==> src/rtl/keypad_pkg.sv <==
// keypad_pkg: shared state encoding and key-field constants for the keypad emulator
package keypad_pkg;
  localparam int NUM_ROWS    = 4;
  localparam int NUM_COLS    = 4;
  localparam int KEY_ROW_MSB = 3;
  localparam int KEY_ROW_LSB = 2;
  localparam int KEY_COL_MSB = 1;
  localparam int KEY_COL_LSB = 0;
  typedef enum logic [2:0] {
    ST_IDLE  = 3'd0,
    ST_MAKE  = 3'd1,
    ST_HOLD  = 3'd2,
    ST_BREAK = 3'd3,
    ST_GAP   = 3'd4,
    ST_DONE  = 3'd5
  } state_t;
endpackage

==> src/rtl/keypad_emulator_switch_matrix.sv <==
// keypad_switch_matrix: combinational row-to-column reflection through the single closed contact
module keypad_switch_matrix
  import keypad_pkg::*;
(
  input  logic                contact,
  input  logic [3:0]          key,
  input  logic [NUM_ROWS-1:0] row,
  output logic [NUM_COLS-1:0] col
);
  logic row_hit;
  assign row_hit = contact && row[key[KEY_ROW_MSB:KEY_ROW_LSB]];
  for (genvar j = 0; j < NUM_COLS; j++) begin : g_col
    assign col[j] = row_hit && (key[KEY_COL_MSB:KEY_COL_LSB] == 2'(j));
  end
endmodule

==> src/rtl/keypad_emulator.sv <==
// keypad_emulator: scripted 4x4 keypad press/hold/release/gap sequencer with switch-matrix loopback.
// Define KEYPAD_EMU_BOUNCE_EN to add contact bounce bursts at make and break.
module keypad_emulator
  import keypad_pkg::*;
#(
  parameter int GAP_CYCLES = 16
`ifdef KEYPAD_EMU_BOUNCE_EN
  , parameter int BOUNCE_CYCLES = 8
  , parameter int BOUNCE_PERIOD = 2
`endif
) (
  input  logic        clk,
  input  logic        reset,
  input  logic        key_valid,
  input  logic [3:0]  key_idx,
  input  logic [15:0] hold_len,
  input  logic        cancel,
  output logic        key_ready,
  input  logic        row0,
  input  logic        row1,
  input  logic        row2,
  input  logic        row3,
  output logic        c0,
  output logic        c1,
  output logic        c2,
  output logic        c3,
  output logic        pressed,
  output logic        done
);
  state_t state_q, state_d;
  logic [15:0] hold_q, hold_d, gap_q, gap_d;
  logic [3:0] key_q, key_d;
  logic contact;
  logic [NUM_COLS-1:0] col;
  localparam logic [15:0] GAP_LOAD = 16'(GAP_CYCLES - 1);
`ifdef KEYPAD_EMU_BOUNCE_EN
  logic [15:0] bnc_q, bnc_d;
  localparam logic [15:0] BNC_LAST = 16'(BOUNCE_CYCLES - 1);
  // Burst starts closed and flips every BOUNCE_PERIOD cycles.
  assign contact = (state_q == ST_HOLD) ||
                   ((state_q == ST_MAKE || state_q == ST_BREAK) && ((int'(bnc_q) / BOUNCE_PERIOD) % 2 == 0));
`else
  assign contact = (state_q == ST_HOLD);
`endif
  always_comb begin
    state_d = state_q;
    hold_d  = hold_q;
    gap_d   = gap_q;
    key_d   = key_q;
`ifdef KEYPAD_EMU_BOUNCE_EN
    bnc_d   = bnc_q;
`endif
    case (state_q)
      ST_IDLE: if (key_valid) begin
        key_d  = key_idx;
        hold_d = (hold_len == 16'd0) ? 16'd1 : hold_len;
`ifdef KEYPAD_EMU_BOUNCE_EN
        bnc_d   = 16'd0;
        state_d = ST_MAKE;
`else
        state_d = ST_HOLD;
`endif
      end
`ifdef KEYPAD_EMU_BOUNCE_EN
      ST_MAKE: if (cancel) begin
        state_d = ST_GAP;
        gap_d   = GAP_LOAD;
      end else if (bnc_q == BNC_LAST) state_d = ST_HOLD;
      else bnc_d = bnc_q + 16'd1;
      ST_BREAK: if (cancel || bnc_q == BNC_LAST) begin
        state_d = ST_GAP;
        gap_d   = GAP_LOAD;
      end else bnc_d = bnc_q + 16'd1;
`endif
      ST_HOLD: if (cancel) begin
        state_d = ST_GAP;
        gap_d   = GAP_LOAD;
      end else if (hold_q == 16'd1) begin
`ifdef KEYPAD_EMU_BOUNCE_EN
        state_d = ST_BREAK;
        bnc_d   = 16'd0;
`else
        state_d = ST_GAP;
        gap_d   = GAP_LOAD;
`endif
      end else hold_d = hold_q - 16'd1;
      ST_GAP: if (gap_q == 16'd0) state_d = ST_DONE;
      else gap_d = gap_q - 16'd1;
      ST_DONE: state_d = ST_IDLE;
      default: state_d = ST_IDLE;
    endcase
  end
  always_ff @(posedge clk) begin
    if (reset) begin
      state_q <= ST_IDLE;
      hold_q  <= 16'd0;
      gap_q   <= 16'd0;
      key_q   <= 4'd0;
`ifdef KEYPAD_EMU_BOUNCE_EN
      bnc_q   <= 16'd0;
`endif
    end else begin
      state_q <= state_d;
      hold_q  <= hold_d;
      gap_q   <= gap_d;
      key_q   <= key_d;
`ifdef KEYPAD_EMU_BOUNCE_EN
      bnc_q   <= bnc_d;
`endif
    end
  end
  keypad_switch_matrix u_matrix (
    .contact (contact),
    .key     (key_q),
    .row     ({row3, row2, row1, row0}),
    .col     (col)
  );
  assign {c3, c2, c1, c0} = col;
  assign pressed   = contact;
  assign key_ready = (state_q == ST_IDLE);
  assign done      = (state_q == ST_DONE);
endmodule

==> config.mk <==
export PLATFORM = sky130hd
export DESIGN_NAME = keypad_emulator
export DESIGN_NICKNAME = d
export VERILOG_FILES = /design/src/rtl/keypad_pkg.sv /design/src/rtl/keypad_emulator_switch_matrix.sv /design/src/rtl/keypad_emulator.sv
export SDC_FILE = /design/constraint.sdc
export NUM_CORES = 1
export LEC_CHECK = 0
export CAP_MARGIN = 20
export CORE_MARGIN = 4
export CORE_UTILIZATION = 50
export CTS_CLUSTER_DIAMETER = 200
export DETAILED_ROUTE_END_ITERATION = 10
export GPL_TIMING_DRIVEN = 0
export HOLD_SLACK_MARGIN = 0.15
export PLACE_DENSITY = 0.71
export SYNTH_ARGS = -nofsm -noshare
export SYNTH_HDL_FRONTEND = slang
export SYNTH_SLANG_ARGS = --single-unit
==> constraint.sdc <==
create_clock -name clk -period 4.2 [get_ports clk]
set_input_delay 0.63 -clock clk [delete_from_list [all_inputs] [get_ports clk]]
set_output_delay 0.63 -clock clk [all_outputs]
set_load 0.02 [all_outputs]
==> After elaboration in Yosys (flattened, before gate mapping) <==
Cells that the tools add are included.
{ "word_totals": {"inputBits": 28, "register_bits": 39, "out_inout_bits": 7, "word_cells": 51} }
{ "op_classes": {"n_eq_ne": 13, "n_addsub": 2, "mux": 16, "magnitude_cmp": 1, "reduce_logical": 15} }
{ "ops": {"columns": ["op", "count"], "rows": [
  ["two-way mux 16 bit", 7],
  ["one-hot mux 16 bit (2 select lines)", 2],
  ["logical NOT 16 bit", 2],
  ["subtractor 16 x 1 -> 16 bit, second input constant", 2],
  ["equality test 16 x 1 -> 1 bit, second input constant", 1],
  ["two-way mux 3 bit", 4],
  ["!= test 2 bit, second input constant", 5],
  ["one-hot mux 3 bit (3 select lines)", 1],
  ["equality test 3 bit, second input constant", 2],
  ["AND reduction 3 bit", 2],
  ["logical AND 1 bit", 5],
  ["equality test 2 bit, second input constant", 2],
  ["AND reduction 4 bit", 1],
  ["nonzero test 2 bit", 2],
  ["equality test 3 x 2 -> 1 bit, second input constant", 1],
  ["logical NOT 3 bit", 1],
  ["less-than comparator 2 x 3 -> 1 bit, second input constant", 1],
  ["!= test 3 bit, second input constant", 1],
  ["binary-select mux 1 bit (select 2 bit)", 1],
  ["equality test 2 x 1 -> 1 bit, second input constant", 1],
  ["logical NOT 2 bit", 1],
  ["AND reduction 2 bit", 1],
  ["two-way mux 1 bit", 1]
]} }

==> Longest topological paths before layout <==
{ "depth": {"word_depth": 4, "mapped_depth": 9, "mapped_depth_nobuf": 7} }

==> Cells and area by module <==
A second synthesis with hierarchy kept.
{ "unflattened": {"cells_unflattened": 292, "hier_area_um2": 2366.0} }
{ "by_module_without_submodules": {"columns": ["module", "seq_area_each_um2", "cells_each", "instances", "area_each_um2"], "rows": [
  ["keypad_emulator", 780.7, 278, 1, 2244.7],
  ["keypad_switch_matrix", 0.0, 14, 1, 121.4]
]} }

==> Worst setup path before layout <==
OpenSTA, ideal clock, no wires.
{ "synth_path": {"kind": "reg-to-output", "start": "register state_q[0]", "end": "output port c2", "required_time_ps": 3570, "path_stages_with_launch": 7, "setup_slack_ps": 1573, "n_path_buf": 2, "t_arrival_ps": 1997, "cell_sequence": "dfxtp_1 -> buf_6 -> or3b_1 -> inv_1 -> clkbuf_1 -> nand2_1 -> nor3b_1"} }
{ "synth_via": {"elab_chain_cells": 3} }
{ "synth_lines": {"columns": ["item", "line_no", "source"], "rows": [
  ["start: declaration", "keypad_emulator.sv:30", "state_t state_q, state_d;"],
  ["start signal: assignment", "keypad_emulator.sv:103", "state_q <= state_d;"],
  ["equality test 3 x 2 -> 1 bit", "keypad_emulator.sv:43", "assign contact = (state_q == ST_HOLD);"],
  ["named net pressed", "keypad_emulator.sv:27", "output logic pressed,"],
  ["logical AND 1 bit", "keypad_emulator_switch_matrix.sv:11", "assign row_hit = contact && row[key[KEY_ROW_MSB:KEY_ROW_LSB]];"],
  ["logical AND 1 bit", "keypad_emulator_switch_matrix.sv:13", "assign col[j] = row_hit && (key[KEY_COL_MSB:KEY_COL_LSB] == 2'(j));"],
  ["end: declaration", "keypad_emulator.sv:25", "output logic c2,"]
]} }
The timed path passes the listed nets, and every way through them passes these cells.

==> Worst setup path after layout <==
{ "layout_path": {"start": "register state_q[1]", "end": "output port c2"} }
{ "layout_via": {"elab_chain_cells": 3} }
{ "layout_lines": {"columns": ["item", "line_no"], "rows": [
  ["equality test 3 x 2 -> 1 bit", "keypad_emulator.sv:43"],
  ["logical AND 1 bit", "keypad_emulator_switch_matrix.sv:11"],
  ["logical AND 1 bit", "keypad_emulator_switch_matrix.sv:13"]
]} }
No other way between the ends.

==> flow_summary.json <==
{
  "synth_edf_count": 0,
  "drive_gt1_share_pct": 6.805,
  "fp.dieW_um": 76.81,
  "internal_power_mw": 0.7261,
  "post-route-min-period_ns": 3.250,
  "drt_iter0_drc": 240,
  "grt_max_degree": 12,
  "slowest_delay_ns": 0.63,
  "ios": 35,
  "synth_top_area_share_pct": 32.98,
  "slowest_stage": "clkdlybuf4s50_1",
  "antenna_found_initial": 0,
  "p_leak_nw": 1.028,
  "yosysTopAreaCell": "dfxtp_1",
  "cts_root_buf": "clkbuf_8",
  "clock_path_buffers": 2,
  "grt_pass1_vias": 2227,
  "clkLatencyLatePin_ns": 0.29,
  "cp_max_fo": 10,
  "crit_chain": "buf_4 -> or3b_1 -> inv_1 -> clkbuf_1 -> nand2_1 -> nor3b_1 -> clkdlybuf4s50_1",
  "switching_share_pct": 38.17,
  "cts-htree-levels": 2,
  "hold_buffers": 0,
  "nNetsFinal": 368,
  "rows": 24,
  "whs_ns": 0.4658,
  "cp.arrival_ns": 2.62,
  "grt_pass1_wl_um": 10610,
  "start_util_pct": 52.91,
  "ys_seq_area_share_pct": 32.98,
  "synth_commonest_cells": "39 x dfxtp_1, 38 x a21oi_1, 20 x nand2_1, 17 x nor3_1, 16 x nor2_1",
  "wirelength_um": 6390,
  "worst_pin_slew_ns": 0.7358,
  "period_share_pct": 77.38,
  "worstSetupEndpointType": "output port",
  "setup_violations": 0,
  "synthTopCellsByArea": "dfxtp_1 33%, a21oi_1 8.0%, nor3_1 3.6%, or4_1 3.5%, nand2_1 3.2%",
  "path_clk_slew_ns": 0.07,
  "hold_viol_final": 0,
  "synth-seq-cells": 39,
  "postRouteAntennaNets": 0,
  "avgSynthCellArea_um2": 7.998,
  "vias_per_cell": 6.369,
  "worst-setup-path-type": "flip-flop to output port",
  "vias": 2484,
  "tritoncts": "done",
  "drc_errors": 0,
  "seqPwrFrac_pct": 39.3,
  "outcome": "completed",
  "firstDrtPassIters": 5,
  "yosysWarnings": 0,
  "syn-num-nets": 327,
  "synthMuxAreaShare_pct": 3.541,
  "numPortBuffers": 34,
  "startpoint_type": "flip-flop",
  "die_y_um": 76.81,
  "numCtsBuffers": 5,
  "rsz0062_at_grt": "no",
  "synth_compound_area_share_pct": 26.48,
  "gr-total-overflow": 0,
  "async_reset_ff_share_pct": 0,
  "synthXorXnorAreaFrac_pct": 0,
  "synth_top_family_by_area": "simple AND/OR/NAND/NOR gates",
  "fin_util_pct": 63.79,
  "clkSinkCount": 39,
  "fmax_mhz": 307.7,
  "hold_class": "flip-flop to flip-flop",
  "comb_power_share_pct": 39.8,
  "synthSimpleGateAreaFrac_pct": 29.81,
  "hpwl_um": 4719,
  "slew_viol_final": 0,
  "peakVddDrop_mv": 0.1838,
  "critPathTopFamily": "buffers and inverters",
  "grtUsageTotal_pct": 21.91,
  "synth_area_mm2": 0.002367,
  "ctsResizeCount": 0,
  "critPathRequiredTime_ns": 3.57,
  "diodes": 0,
  "ys.flop_type": "dfxtp_1",
  "syn_inst": 296,
  "synth-adder-area-share_pct": 1.586,
  "area_growth_pct": 20.56,
  "maxCapViolCount": 0,
  "power_density_mw_per_mm2": 411.5,
  "clkPwrFrac_pct": 20.8,
  "yosysMostFrequentCell": "dfxtp_1",
  "switching_power_mw": 0.4482,
  "core_mm2": 0.004474,
  "skew_ns": 0.005680,
  "cp_num_buf_inv": 4,
  "wl_per_cell_um": 16.38,
  "tns_ns": 0,
  "gp_congestion": 0.8447,
  "max_slew_margin_pct": 50.50,
  "die_area_mm2": 0.005899,
  "synth_cell_type_count": 50,
  "post-cts-setup-buffers": 0
}
worst register-to-register path, stage by stage, from the launching register on:
cell and delay [ns]:
dfxtp_1 0.31, buf_6 0.13, nor4_1 0.66, nand2_1 0.14, o21ai_0 0.55, clkbuf_1 0.44
o21ai_0 0.18, a21oi_1 0.15
layout make-up:
cell class,count,area (µm²)
clock inverters,1,5.005
flip-flops and latches,39,780.7
repair buffers,34,340.3
well taps,52,65.06
clock buffers,7,76.32
fillers,404,1620
plain buffers,20,110.1
multi-input cells,231,1454
inverters,6,22.52
cells by family (layout without fill, tap and decap cells):
kind of cell	Yosys count	in the layout
flops	39	39
fa+ha+maj	3	3
compound gates	98	98
simple gates	123	123
mux	7	7
buf+inv	26	68
worst paths after layout:
path / from / endpoint / slack, ns / cells after the start
worst max-delay path: state_q[1]$_SDFFE_PP0P_ / c2 / 0.95 / 7
worst min-delay path: gap_q[10]$_SDFFE_PP0P_ / gap_q[10]$_SDFFE_PP0P_ / 0.47 / 2
worst min register to register: gap_q[10]$_SDFFE_PP0P_ / gap_q[10]$_SDFFE_PP0P_ / 0.47 / 2
worst max register to register: hold_q[11]$_SDFFE_PP0P_ / hold_q[7]$_SDFFE_PP0P_ / 1.56 / 7
stage by stage:
| step | total power [mW] | std cells | setup slack [ns] | cell area [µm²] |
|---|---|---|---|---|
| final | 1.174 | 390 | 0.9499 | 2854 |
| after global placement | 0.9210 | 382 | 1.253 | 2773 |
| after global routing | 1.256 | 390 | 0.7592 | 2854 |
| after detailed placement | 0.9270 | 382 | 1.254 | 2773 |
| after CTS | 1.175 | 390 | 0.9322 | 2854 |
| after floorplan | 0.7948 | 296 | 1.573 | 2367 |
sequential cells by signal, summed over array words and instances (netlist names):
| signal | count |
|---|---|
| gap_q | 16 |
| hold_q | 16 |
| key_q | 4 |
| state_q | 3 |
layout by cell type, fill, tap and decap left out, types with 3 or more instances in the layout:
cell type	n
nand4_1	4
nand2_1	20
clkbuf_1	15
dfxtp_1	39
nor2_1	16
o21ai_0	15
clkbuf_8	5
a21oi_1	38
or4_1	11
clkdlybuf4s50_1	34
o32ai_1	5
nor2b_1	4
o31ai_1	8
inv_1	6
a311oi_1	4
mux2i_1	5
nor4_1	11
a21o_1	6
ha_1	3
o21a_1	3
a211oi_1	4
buf_6	4
a22o_1	4
nand3_1	5
or3_1	9
nand2b_1	11
nor3_1	17
per-layer routing:
layer	part of all wire, %	global-route usage, %	wire, µm	vias up
met5	0	0	0	-
met4	1.3	7.428	85	0
met3	7.2	3.747	463	8
met2	43	31.88	2727	105
met1	49	32.35	3114	1155
li1	-	-	-	1216
power groups by stage:
| stage | registers (mW) | clock network [mW] | logic (mW) |
|---|---|---|---|
| floorplan | 0.457 | 0 | 0.338 |
| finish | 0.462 | 0.245 | 0.468 |
| global placement | 0.468 | 0 | 0.453 |
| detailed placement | 0.469 | 0 | 0.458 |
| global route | 0.470 | 0.274 | 0.511 |
| CTS | 0.460 | 0.254 | 0.461 |
Power figures use the tool's default switching activity.
